### src/rtl/demux_sink_2ch.sv
// ============================================================================
// demux_sink_2ch
// ----------------------------------------------------------------------------
// Downstream consumer of the 2-line demultiplexer. A load strobe captures the
// selected demux output into one of two per-channel FIFOs. Both FIFOs are
// drained onto one valid/ready stream with round-robin arbitration, which
// decouples bus write timing from consumer back-pressure.
//
// Parameters
//   WIDTH      data width of each channel and of the output stream
//   DEPTH      entries per channel FIFO (power of 2, >= 2)
//
// Ports
//   clk        system clock, all state updates on the rising edge
//   clr        asynchronous active-high reset
//   in0, in1   demux outputs 0 and 1
//   sel        demux select: 0 = channel 0, 1 = channel 1
//   load       write strobe; channel sel captures its input at the edge
//   full0/1    channel FIFO holds DEPTH entries
//   ovf        sticky overflow flag (a push into a full channel was dropped)
//   out_data   head entry of the granted channel (0 when nothing is stored)
//   out_ch     channel that out_data belongs to
//   out_valid  at least one channel is non-empty
//   out_ready  consumer accepts the word when high together with out_valid
// ============================================================================
module demux_sink_2ch #(
    parameter int WIDTH = 8,
    parameter int DEPTH = 2
) (
    input  logic             clk,
    input  logic             clr,
    input  logic [WIDTH-1:0] in0,
    input  logic [WIDTH-1:0] in1,
    input  logic             sel,
    input  logic             load,
    output logic             full0,
    output logic             full1,
    output logic             ovf,
    output logic [WIDTH-1:0] out_data,
    output logic             out_ch,
    output logic             out_valid,
    input  logic             out_ready
);

    // Pointer width indexes DEPTH entries exactly, so increments wrap
    // modulo DEPTH for free. Counts need one extra bit to represent DEPTH.
    localparam int PW = $clog2(DEPTH);
    localparam int CW = $clog2(DEPTH) + 1;

    localparam logic [CW-1:0]    CNT_ZERO  = CW'(0);
    localparam logic [CW-1:0]    CNT_ONE   = CW'(1);
    localparam logic [CW-1:0]    CNT_FULL  = CW'(DEPTH);
    localparam logic [PW-1:0]    PTR_ZERO  = PW'(0);
    localparam logic [PW-1:0]    PTR_ONE   = PW'(1);
    localparam logic [WIDTH-1:0] DATA_ZERO = WIDTH'(0);

    // ------------------------------------------------------------------------
    // State
    // ------------------------------------------------------------------------
    logic [WIDTH-1:0] mem_q  [2][DEPTH];
    logic [CW-1:0]    cnt_q  [2];
    logic [CW-1:0]    cnt_d  [2];
    logic [PW-1:0]    wptr_q [2];
    logic [PW-1:0]    wptr_d [2];
    logic [PW-1:0]    rptr_q [2];
    logic [PW-1:0]    rptr_d [2];
    logic             rr_q;
    logic             rr_d;
    logic             ovf_q;
    logic             ovf_d;

    // ------------------------------------------------------------------------
    // Per-channel status and handshake decode (bit index = channel)
    // ------------------------------------------------------------------------
    logic [1:0]       nonempty_s;
    logic [1:0]       full_s;
    logic [1:0]       push_s;
    logic [1:0]       pop_s;
    logic [1:0]       accept_s;
    logic [1:0]       drop_s;
    logic             grant_s;
    logic             valid_s;
    logic             pop_any_s;
    logic [WIDTH-1:0] wdata_s;

    // Empty/full status straight from the registered counts.
    always_comb begin
        nonempty_s = 2'b00;
        full_s     = 2'b00;
        for (int c = 0; c < 2; c++) begin
            nonempty_s[c] = (cnt_q[c] != CNT_ZERO);
            full_s[c]     = (cnt_q[c] == CNT_FULL);
        end
    end

    // Round-robin grant: a lone non-empty channel always wins; when both hold
    // data the channel opposite to the last one served wins.
    always_comb begin
        grant_s = 1'b0;
        case (nonempty_s)
            2'b01:   grant_s = 1'b0;
            2'b10:   grant_s = 1'b1;
            2'b11:   grant_s = ~rr_q;
            default: grant_s = 1'b0;
        endcase
    end

    // Handshake, push decode and overflow detection.
    always_comb begin
        valid_s   = |nonempty_s;
        pop_any_s = valid_s & out_ready;
        pop_s     = {pop_any_s & grant_s, pop_any_s & ~grant_s};
        push_s    = {load & sel, load & ~sel};
        wdata_s   = sel ? in1 : in0;
        // A push into a full channel still fits when that channel's head
        // leaves in the same cycle: the freed slot is the one written.
        accept_s  = push_s & (~full_s | pop_s);
        drop_s    = push_s & full_s & ~pop_s;
    end

    // Next-state for counts, pointers, arbitration memory and overflow.
    always_comb begin
        for (int c = 0; c < 2; c++) begin
            case ({accept_s[c], pop_s[c]})
                2'b10:   cnt_d[c] = cnt_q[c] + CNT_ONE;
                2'b01:   cnt_d[c] = cnt_q[c] - CNT_ONE;
                default: cnt_d[c] = cnt_q[c];
            endcase
            if (accept_s[c]) begin
                wptr_d[c] = wptr_q[c] + PTR_ONE;
            end else begin
                wptr_d[c] = wptr_q[c];
            end
            if (pop_s[c]) begin
                rptr_d[c] = rptr_q[c] + PTR_ONE;
            end else begin
                rptr_d[c] = rptr_q[c];
            end
        end
        if (pop_any_s) begin
            rr_d = grant_s;
        end else begin
            rr_d = rr_q;
        end
        ovf_d = ovf_q | (|drop_s);
    end

    // Control state register; clr discards everything immediately.
    always_ff @(posedge clk or posedge clr) begin
        if (clr) begin
            for (int c = 0; c < 2; c++) begin
                cnt_q[c]  <= CNT_ZERO;
                wptr_q[c] <= PTR_ZERO;
                rptr_q[c] <= PTR_ZERO;
            end
            rr_q  <= 1'b1;
            ovf_q <= 1'b0;
        end else begin
            for (int c = 0; c < 2; c++) begin
                cnt_q[c]  <= cnt_d[c];
                wptr_q[c] <= wptr_d[c];
                rptr_q[c] <= rptr_d[c];
            end
            rr_q  <= rr_d;
            ovf_q <= ovf_d;
        end
    end

    // FIFO storage; cleared on clr so no stale word can ever be observed.
    always_ff @(posedge clk or posedge clr) begin
        if (clr) begin
            for (int c = 0; c < 2; c++) begin
                for (int e = 0; e < DEPTH; e++) begin
                    mem_q[c][e] <= DATA_ZERO;
                end
            end
        end else begin
            for (int c = 0; c < 2; c++) begin
                if (accept_s[c]) begin
                    mem_q[c][wptr_q[c]] <= wdata_s;
                end else begin
                    mem_q[c][wptr_q[c]] <= mem_q[c][wptr_q[c]];
                end
            end
        end
    end

    // Output stream, driven only from stored state (no path from in0/in1).
    always_comb begin
        out_valid = valid_s;
        out_ch    = grant_s;
        if (valid_s) begin
            out_data = mem_q[grant_s][rptr_q[grant_s]];
        end else begin
            out_data = DATA_ZERO;
        end
        full0 = full_s[0];
        full1 = full_s[1];
        ovf   = ovf_q;
    end

endmodule
### config.mk
export PLATFORM = sky130hd
export DESIGN_NAME = demux_sink_2ch
export DESIGN_NICKNAME = d
export VERILOG_FILES = /design/src/rtl/demux_sink_2ch.sv
export SDC_FILE = /design/constraint.sdc
export NUM_CORES = 1
export LEC_CHECK = 0
export CORE_MARGIN = 5
export CORE_UTILIZATION = 67
export DETAILED_ROUTE_END_ITERATION = 7
export DONT_BUFFER_PORTS = 1
export HOLD_SLACK_MARGIN = 0.05
export PLACE_DENSITY = 0.93
export SYNTH_ARGS = -nofsm -noshare
export SYNTH_HDL_FRONTEND = slang
export SYNTH_SLANG_ARGS = --single-unit
### constraint.sdc
create_clock -name clk -period 3.7 [get_ports clk]
set_input_delay 0.555 -clock clk [delete_from_list [all_inputs] [get_ports clk]]
set_output_delay 0.555 -clock clk [all_outputs]
set_load 0.01 [all_outputs]
# Yosys cells after proc, flatten, opt, wreduce, memory -nomap -nowiden
# Index checks and enable logic that the tools add are counted.
[word_totals]
output_inout_bits = 13
inputBits = 21
reg_bits = 42
[classes]
mux = 30
addsub = 8
order_cmp = 6
n_eq_ne = 8
reduce_logical = 8
bitwise_logic = 19
[op_table]
columns = ["operator", "count"]
rows = [
  ["8-bit two-way mux", 13],
  ["16-bit two-way mux", 5],
  ["16-bit bitwise mux", 4],
  ["8-bit demux with 1-bit select", 2],
  ["2-bit == test, second input constant", 6],
  ["2-bit greater-or-equal comparator, second input constant", 4],
  ["1-bit inverter with 2-bit output", 4],
  ["2-bit case mux with 2 select lines", 2],
  ["2-bit nonzero test", 4],
  ["2-bit AND", 3],
  ["1-bit AND", 5],
  ["1-bit adder, second input constant", 4],
  ["2-bit by 1-bit adder with 2-bit output, second input constant", 2],
  ["2-bit by 1-bit == test with 1-bit output, second input constant", 2],
  ["2-bit by 1-bit < comparator with 1-bit output, second input constant", 2],
  ["2-bit inverter", 2],
  ["2-bit OR reduction", 2],
  ["2-bit by 1-bit subtractor with 2-bit output, second input constant", 2],
  ["1-bit two-way mux", 3],
  ["1-bit inverter", 3],
  ["1-bit logical AND", 2],
  ["2-bit bitwise OR", 1],
  ["1-bit case mux with 2 select lines", 1],
  ["1-bit bitwise OR", 1],
]

# Logic depth before layout (Yosys ltp)
# Gate-level depths: netlist of the first run.
[depth]
word_depth = 12
depth_mapped = 9
ltp_nobuf = 7

# Least setup slack after synthesis of the first run
# No wires, ideal clock.
[synth_path]
path_type = "input port to flip-flop"
start = "input port out_ready"
end = "register cnt_q[3] (netlist name)"
setup_time_ps = 79
setup_slack_ps = 1505
arrival_ps = 2116
path_stages = 7
n_path_buf = 1
cell_sequence = "or3b_2 > buf_2 > a311oi_1 > inv_1 > ha_1 > nor2_1 > xor2_1"
[synth_via]
elab_chain_len = 6
elab_cells_between_ends = 8
[synth_lines]
columns = ["element", "line_no", "source"]
rows = [
  ["start, declared", "42", "input logic out_ready"],
  ["1-bit AND (*)", "111", "pop_any_s = valid_s & out_ready;"],
  ["1-bit AND (*)", "112", "pop_s = {pop_any_s & grant_s, pop_any_s & ~grant_s};"],
  ["2-bit bitwise OR", "117", "accept_s = push_s & (~full_s | pop_s);"],
  ["2-bit AND", "117", ""],
  ["2-bit by 1-bit == test with 1-bit output or 2-bit == test (tied branches)", "124", "case ({accept_s[c], pop_s[c]})"],
  ["2-bit case mux with 2 select lines or 2-bit nonzero test (tied branches)", "-", ""],
  ["end signal, assigned by index", "160", "cnt_q[c] <= cnt_d[c];"],
  ["end, declared", "61", "logic [CW-1:0] cnt_q [2];"],
]
# Every way passes the cells marked *; elsewhere a longest branch is shown, timed or not.
# A chain may end at the register's enable or synchronous reset.

# Final worst setup path of the first run
[layout_path]
start = "register cnt_q[0] (netlist name)"
end = "output port out_data[3]"
[layout_via]
elab_chain_len = 12
elab_cells_between_ends = 17
[layout_lines]
columns = ["element", "line_no", "source"]
rows = [
  ["2-bit nonzero test (*)", "91", "nonempty_s[c] = (cnt_q[c] != CNT_ZERO);"],
  ["2-bit == test", "100", "case (nonempty_s)"],
  ["1-bit case mux with 2 select lines", "100", ""],
  ["1-bit inverter with 2-bit output (implied by the code)", "193", "out_data = mem_q[grant_s][rptr_q[grant_s]];"],
  ["1-bit two-way mux (implied by the code) (3 in a row)", "193", ""],
  ["1-bit inverter with 2-bit output (implied by the code)", "193", ""],
  ["8-bit two-way mux (implied by the code) (3 in a row)", "193", ""],
  ["8-bit two-way mux (*)", "192", "if (valid_s) begin"],
  ["end, declared", "39", "output logic [WIDTH-1:0] out_data,"],
]
# Every way passes the cells marked *; elsewhere a longest branch is shown, timed or not. The select of a mux whose other input is x is not followed.

==> summary.txt, run 1 <==
Worst setup path
  • Max FO, Critical Path: 13
  • R2R setup slack: 1.50 ns
  • Kind of critical path: register to output pin
  • Cell breakdown of the critical path: or2_2 > nor3_1 > a211oi_1
  • Slowest-stage cell, CP: nor3_1
  • Critical R2R Capture: cnt_q[3]
  • Worst r2r src: cnt_q[0]
  • CP Capture Type: output pin
  • Critical Path RT: 3.14 ns
  • Worst Reg-to-Reg Cells: 7
  • CP startpoint kind: register
  • Critical path's largest stage delay: 0.84 ns
  • Arrival time worst endpoint: 2.33 ns

Placement
  • RD Place Congestion: 0.842
  • # port buffers: 0
  • Post-DP HPWL: 3080 µm
  • Area of placed instances: 2140 µm²
  • Setup slack at placement: 1.21 ns

Route
  • Drt wl/cell: 19.8 µm
  • Drt pass-1 iters: 4
  • Drt initial violations: 108
  • Via count: between 1000 and 1500
  • Post-Route WL: roughly 4200 µm
  • Antenna-violating nets left: 0
  • DRC Markers: 0
  • Via density: between 6 and 7

GRT
  • GRT busiest layer: met2
  • First-pass GRT wire length: 7200 µm
  • Largest net degree at the start of global routing: 31
  • Initial antenna violation count: 0
  • Met1 Use GR: 25.6%
  • GRT Resource Usage Total: 22.3%
  • Met3 Use GR: around 7.7%
  • Routing usage on met2: approximately two fifths
  • Vias in the first global route: 1462
  • GRT Residual Overflow: 0

Timing
  • Clock skew: 0.00909 ns
  • Fin crit period: 2.89 ns
  • Final period utilization: ~80%
  • Setup violators final: 0
  • Worst rel slew slack: 28.5%
  • RSZ-0062 raised after global routing: no
  • Post-route setup slack: about 0.8 ns
  • Hold Vio Cnt, Final: 0
  • Slew @ Worst Pin: around 1.1 ns
  • F_max: 346 MHz
  • Setup TNS Final: 0 ns
  • Fin. max-slew vios: 0

Clocking
  • Post-CTS Resized: 0
  • Postcts setup bufs: 0
  • Clock Sinks: 42
  • CTS Hold Bufs: 0
  • H-Tree Depth: 2
  • Clk_lat worst skew: 0.35 ns
  • TritonCTS clock tree: built
  • Clock Tree Buf Depth: 2
  • Worst-path clk slew: 0.12 ns
  • Root Driver: clkbuf_4
  • CTS buffer count: 5

Cells and area
  • Most common cell after layout, fill and taps aside: dfrtp_1
  • Net count, final: ~190
  • Area grow syn2layout: 6.46%
  • Post-route cell area: 2250 µm²
  • Commonest non-fill, non-tap cells in the layout: 41 x dfrtp_1, 32 x mux2_2, 10 x nor2b_1, 9 x a211oi_1
  • Fillcell total: around 200
  • Antenna cells: 0
  • Layout cells sized above 1: 30.5%

Synth
  • Sequential fraction of the synthesis area: 49.8%
  • Post-synth cell types: 37
  • Syn Inst Count: 168
  • Synthesized Nets: 190
  • Avg Cell Area, Syn: 12.6 µm²
  • Synthesized area: 2110 µm²
  • Syn. warnings: 0
  • Seq cells post-synth: 42

Die
  • # IOs: 34
  • Die ar.: 4380 µm²
  • FP Rows: 20
  • Die Width: roughly 66 µm
  • Chip height: 66.1 µm
  • Core outline area: 3030 µm²
  • Initial core utilization: ~70%

Power
  • Power density cells: 952 nW/µm²
  • Leakage: 0.909 nW
  • Peak supply drop: 0.491 mV

Min path
  • Min-Delay Path Class: primary input to async pin

Run
  • Max-Cap Viols: 0

Status
  • Status: finished, final reports clean
## logic make-up after synthesis
| logic type | after synthesis | share of synthesized area [%] |
|---|---|---|
| DFF | 42 | 49.8 |
| AOI/OAI and AO/OA | 32 | 14.0 |
| and+or+nand+nor | 29 | 8.41 |
| buffers and inverters | 16 | 3.02 |
| muxes | 40 | 20.9 |
| adders and majority gates | 1 | 0.592 |
| xor gates and xnor gates | 8 | 3.32 |
## registers in the layout (all words and copies together) (netlist names)
name / flops
rr_q: 1
ovf: 1
cnt_q: 4
mem_q: 32
wptr_q: 2
rptr_q: 2
## cell usage after synthesis (all sizes together)
library cell,n,area (µm²)
dfstp,1,26.3
inv,5,18.8
nand2b,1,6.26
or3b,3,26.3
dfrtp,41,1030
nand2,3,11.3
a21oi,2,10.0
or2,1,6.26
ha,1,12.5
nand4,3,18.8
nor3,1,5.00
and2,2,12.5
mux2i,8,80.1
nor2,1,3.75
o211a,1,10.0
a21o,1,7.51
nand3b,1,7.51
a211oi,9,67.6
o21ai,2,10.0
a311oi,2,35.0
mux2,32,360
and3,1,7.51
nor2b,10,62.6
xnor2,3,26.3
a31oi,5,67.6
nand3,2,10.0
a221oi,8,70.1
xor2,5,43.8
o311ai,1,8.76
clkbuf,7,26.3
o41ai,1,8.76
buf,4,18.8
## area by class of cell
| class | count | area [µm²] | share of cell area, % |
|---|---|---|---|
| repair buffers | 2 | 15.0 | 0.668 |
| inverters | 5 | 18.8 | 0.835 |
| well taps | 44 | 55.1 | 2.45 |
| flip-flops and latches | 42 | 1050 | 46.8 |
| clock buffers | 6 | 51.3 | 2.28 |
| clock inverters | 2 | 60.1 | 2.67 |
| multi-input cells | 110 | 996 | 44.3 |
## critical path, delay by kind of cell, from the launching register on
kind,cells,cell delay (ns)
compound gates,1,0.24
flops,1,0.48
simple gates,2,1.26
## metrics by stage
step | instances | hold WS [ns] | total power [mW] | utilization, %
after floorplan | 168 | 0.456 | 1.60 | -
after global placement | 203 | 0.476 | 1.71 | 70.6
after detailed placement | 203 | 0.490 | 1.77 | 70.6
after CTS | 211 | 0.325 | 2.15 | 74.3
after global routing | 211 | 0.313 | 2.28 | 74.3
final | 211 | 0.340 | 2.14 | 74.3
## layer usage
metal | part of all wire [%] | vias to the layer above
li1 | - | 619
met1 | 39 | 680
met2 | 52 | 41
met3 | 7.0 | 8
met4 | 1.5 | 0
met5 | 0 | -
## report_power, final
part / leakage [nW] / internal, mW / switching (mW)
combinational: 0.358 / 0.413 / 0.453
clock: 0.0585 / 0.229 / 0.145
sequential: 0.493 / 0.692 / 0.209
## how the worst max path moves through the flow
stage / startpoint / endpoint / slack [ns] / depth (start not counted)
floorplan: out_ready / cnt_q[3] / 1.51 / 7
global placement: cnt_q[0] / out_data[3] / 1.30 / 3
detailed placement: cnt_q[0] / out_data[3] / 1.21 / 3
CTS: cnt_q[0] / out_data[3] / 0.81 / 3
global route: cnt_q[0] / out_data[3] / 0.63 / 3
finish: cnt_q[0] / out_data[3] / 0.81 / 3
No activity file was read; power rests on OpenSTA's default activity.
==> run 2, diff against run 1 <==
--- a/config.mk
+++ b/config.mk
@@ -6,11 +6,11 @@
 export NUM_CORES = 1
 export LEC_CHECK = 0
 export CORE_MARGIN = 5
-export CORE_UTILIZATION = 67
+export CORE_UTILIZATION = 62
 export DETAILED_ROUTE_END_ITERATION = 7
 export DONT_BUFFER_PORTS = 1
 export HOLD_SLACK_MARGIN = 0.05
-export PLACE_DENSITY = 0.93
+export PLACE_DENSITY = 0.88
 export SYNTH_ARGS = -nofsm -noshare
 export SYNTH_HDL_FRONTEND = slang
 export SYNTH_SLANG_ARGS = --single-unit
==> constraint.sdc (replaced) <==
create_clock -name clk -period 3 [get_ports clk]
set_input_delay 0.45 -clock clk [delete_from_list [all_inputs] [get_ports clk]]
set_output_delay 0.45 -clock clk [all_outputs]
set_load 0.01 [all_outputs]
==> summary.txt, run 2 (synthesis gave the netlist of run 1 again) <==
Route
  • DRC Markers: 0 (unchanged)
  • Via density: 6.28 (was 6.39)
  • Drt wl/cell: 18.4 µm (was 19.8 µm)
  • Drt initial violations: 52 (was 108)
  • Drt pass-1 iters: 4 (unchanged)
  • Via count: 1350 (was 1348)
  • Post-Route WL: 3960 µm (was 4180 µm)
  • Antenna-violating nets left: 0 (unchanged)

GRT
  • GRT Residual Overflow: 0 (unchanged)
  • Met3 Use GR: 7.39% (was 7.65%)
  • Largest net degree at the start of global routing: 43 (was 31)
  • GRT Resource Usage Total: 19.7% (was 22.3%)
  • First-pass GRT wire length: 6650 µm (was 7200 µm)
  • Met1 Use GR: 22.9% (was 25.6%)
  • Routing usage on met2: 33.3% (was 38.8%)
  • GRT busiest layer: met2 (unchanged)
  • Initial antenna violation count: 0 (unchanged)
  • Vias in the first global route: 1419 (was 1462)

Timing
  • Clock skew: 0.00965 ns (was 0.00909 ns)
  • Final period utilization: 86.0%
  • Hold Vio Cnt, Final: 0 (unchanged)
  • F_max: about 390 MHz
  • Fin crit period: 2.58 ns
  • Worst rel slew slack: 55.4% (was 28.5%)
  • RSZ-0062 raised after global routing: no (unchanged)
  • Fin. max-slew vios: 0 (unchanged)
  • Post-route setup slack: 0.420 ns (was 0.812 ns)
  • Setup violators final: 0 (unchanged)
  • Setup TNS Final: 0 ns (unchanged)
  • Slew @ Worst Pin: 0.667 ns (was 1.06 ns)

Die
  • Chip height: 68.4 µm (was 66.1 µm)
  • # IOs: 34 (unchanged)
  • FP Rows: 21 (was 20)
  • Initial core utilization: 63.8% (was 69.8%)
  • Core outline area: 3310 µm² (was 3030 µm²)
  • Die ar.: 4670 µm² (was 4380 µm²)
  • Die Width: 68.4 µm (was 66.1 µm)

Worst setup path
  • Worst r2r src: cnt_q[0] (unchanged)
  • Arrival time worst endpoint: 2.13 ns (was 2.33 ns)
  • Critical Path RT: 2.55 ns (was 3.14 ns)
  • Worst setup startpoint: rr_q (was cnt_q[0])
  • CP Capture Type: output pin (unchanged)
  • Kind of critical path: register to output pin (unchanged)
  • CP startpoint kind: register (unchanged)
  • Max FO, Critical Path: 10 (was 13)

Cells and area
  • Antenna cells: 0 (unchanged)
  • Cell Count, Final, Fillers Out: 215 (was 211)
  • Largest register FFs: 32 (unchanged)
  • Area grow syn2layout: 5.57% (was 6.46%)
  • Biggest regs: mem_q (32), cnt_q (4) (unchanged)
  • Net count, final: 190 (was 188)
  • Fillcell total: 265 (was 206)
  • Commonest non-fill, non-tap cells in the layout: 41 x dfrtp_1, 32 x mux2_2, 10 x nor2b_1, 9 x a211oi_1 (unchanged)
  • Area of the multi-input gates: 996 µm² (unchanged)
  • Most common cell after layout, fill and taps aside: dfrtp_1 (unchanged)
  • Layout cells sized above 1: 30.2% (was 30.5%)
  • Reg area: 1050 µm² (unchanged)
  • Largest Register: mem_q (unchanged)

Status
  • Status: finished, final reports clean (unchanged)

Placement
  • Inst Count DP: 207 (was 203)
  • RD Place Congestion: 0.819 (was 0.842)
  • # port buffers: 0 (unchanged)
  • Post-DP HPWL: 2950 µm (was 3080 µm)
  • Setup slack at placement: 0.797 ns (was 1.21 ns)

Power
  • Leakage: 0.901 nW (was 0.909 nW)
  • Peak supply drop: 0.582 mV (was 0.491 mV)
  • Power density cells: 1140 nW/µm² (was 952 nW/µm²)

Clocking
  • Worst-path clk slew: 0.12 ns (about the same)
  • Clock Sinks: 42 (unchanged)
  • Postcts setup bufs: 0 (unchanged)
  • CTS Hold Bufs: 0 (unchanged)
  • Clk_lat worst skew: 0.35 ns (about the same)
  • H-Tree Depth: 2 (unchanged)
  • Root Driver: clkbuf_4 (unchanged)
  • Clock Tree Buf Depth: 2 (unchanged)
  • TritonCTS clock tree: built (unchanged)
  • CTS buffer count: 5 (unchanged)
  • Post-CTS Resized: 0 (unchanged)

Run
  • Max-Cap Viols: 0 (unchanged)

Min path
  • Min-Delay Path Class: primary input to async pin (unchanged)
[run 2: cell types whose count changed in the layout (fill, tap and decap cells not counted), sizes merged]
cell,previous run,this run
buf,2,4
bufinv,2,1
clkbuf,6,7
[run 2: worst paths after layout]
check	end	slack, ns	cells after the start
hold / removal	wptr_q[0]	0.12	2
min in group clk	mem_q[16]	0.24	1
hold reg to reg	wptr_q[1]	0.51	1
max in group asynchronous	rr_q	2.52	2
setup / recovery	out_data[0]	0.42	4
setup reg to reg	cnt_q[3]	0.77	6
[run 2: metal layers]
| layer | up-vias | share of wire, % |
|---|---|---|
| met1 | 691 | 40 |
| li1 | 622 | - |
| met2 | 33 | 50 |
| met5 | - | 0 |
| met3 | 4 | 8.2 |
| met4 | 0 | 0.98 |
[run 2: worst max-delay path: stages, from the launching register on]
cell and delay (ns):
dfstp_2 0.57, o21ai_0 0.18, buf_4 0.23, and2_1 0.30, a211oi_1 0.51
[run 2: cell type report]
cell class                      count  area share, %
Clock inverter                      1           1.35
Timing Repair Buffer                4           1.35
Multi-Input combinational cell    110           44.7
Tap cell                           46           2.58
Sequential cell                    42           47.2
Clock buffer                        7           2.02
Inverter                            5          0.842
[run 2: report_power, final]
| group | internal, mW | switching [mW] |
|---|---|---|
| sequential | 0.853 | 0.249 |
| clock | 0.177 | 0.172 |
| combinational | 0.523 | 0.563 |
| total | 1.55 | 0.984 |
[run 2: stage by stage]
step / area [µm²] / hold WS (ns) / utilization [%] / total power, mW
after floorplan: 2110 / 0.456 / - / 1.97
after global placement: 2150 / 0.480 / 65.1 / 2.14
after detailed placement: 2150 / 0.489 / 65.1 / 2.21
after CTS: 2230 / 0.118 / 67.3 / 2.56
after global routing: 2230 / 0.143 / 67.3 / 2.71
final: 2230 / 0.116 / 67.3 / 2.54
==> run 3, diff against run 2 <==
--- a/config.mk
+++ b/config.mk
@@ -11,6 +11,7 @@
 export DONT_BUFFER_PORTS = 1
 export HOLD_SLACK_MARGIN = 0.05
 export PLACE_DENSITY = 0.88
+export SETUP_SLACK_MARGIN = 0.15
 export SYNTH_ARGS = -nofsm -noshare
 export SYNTH_HDL_FRONTEND = slang
 export SYNTH_SLANG_ARGS = --single-unit
==> results of run 3 <==
The final DEF is identical to that of run 2; final timing and power are the same.
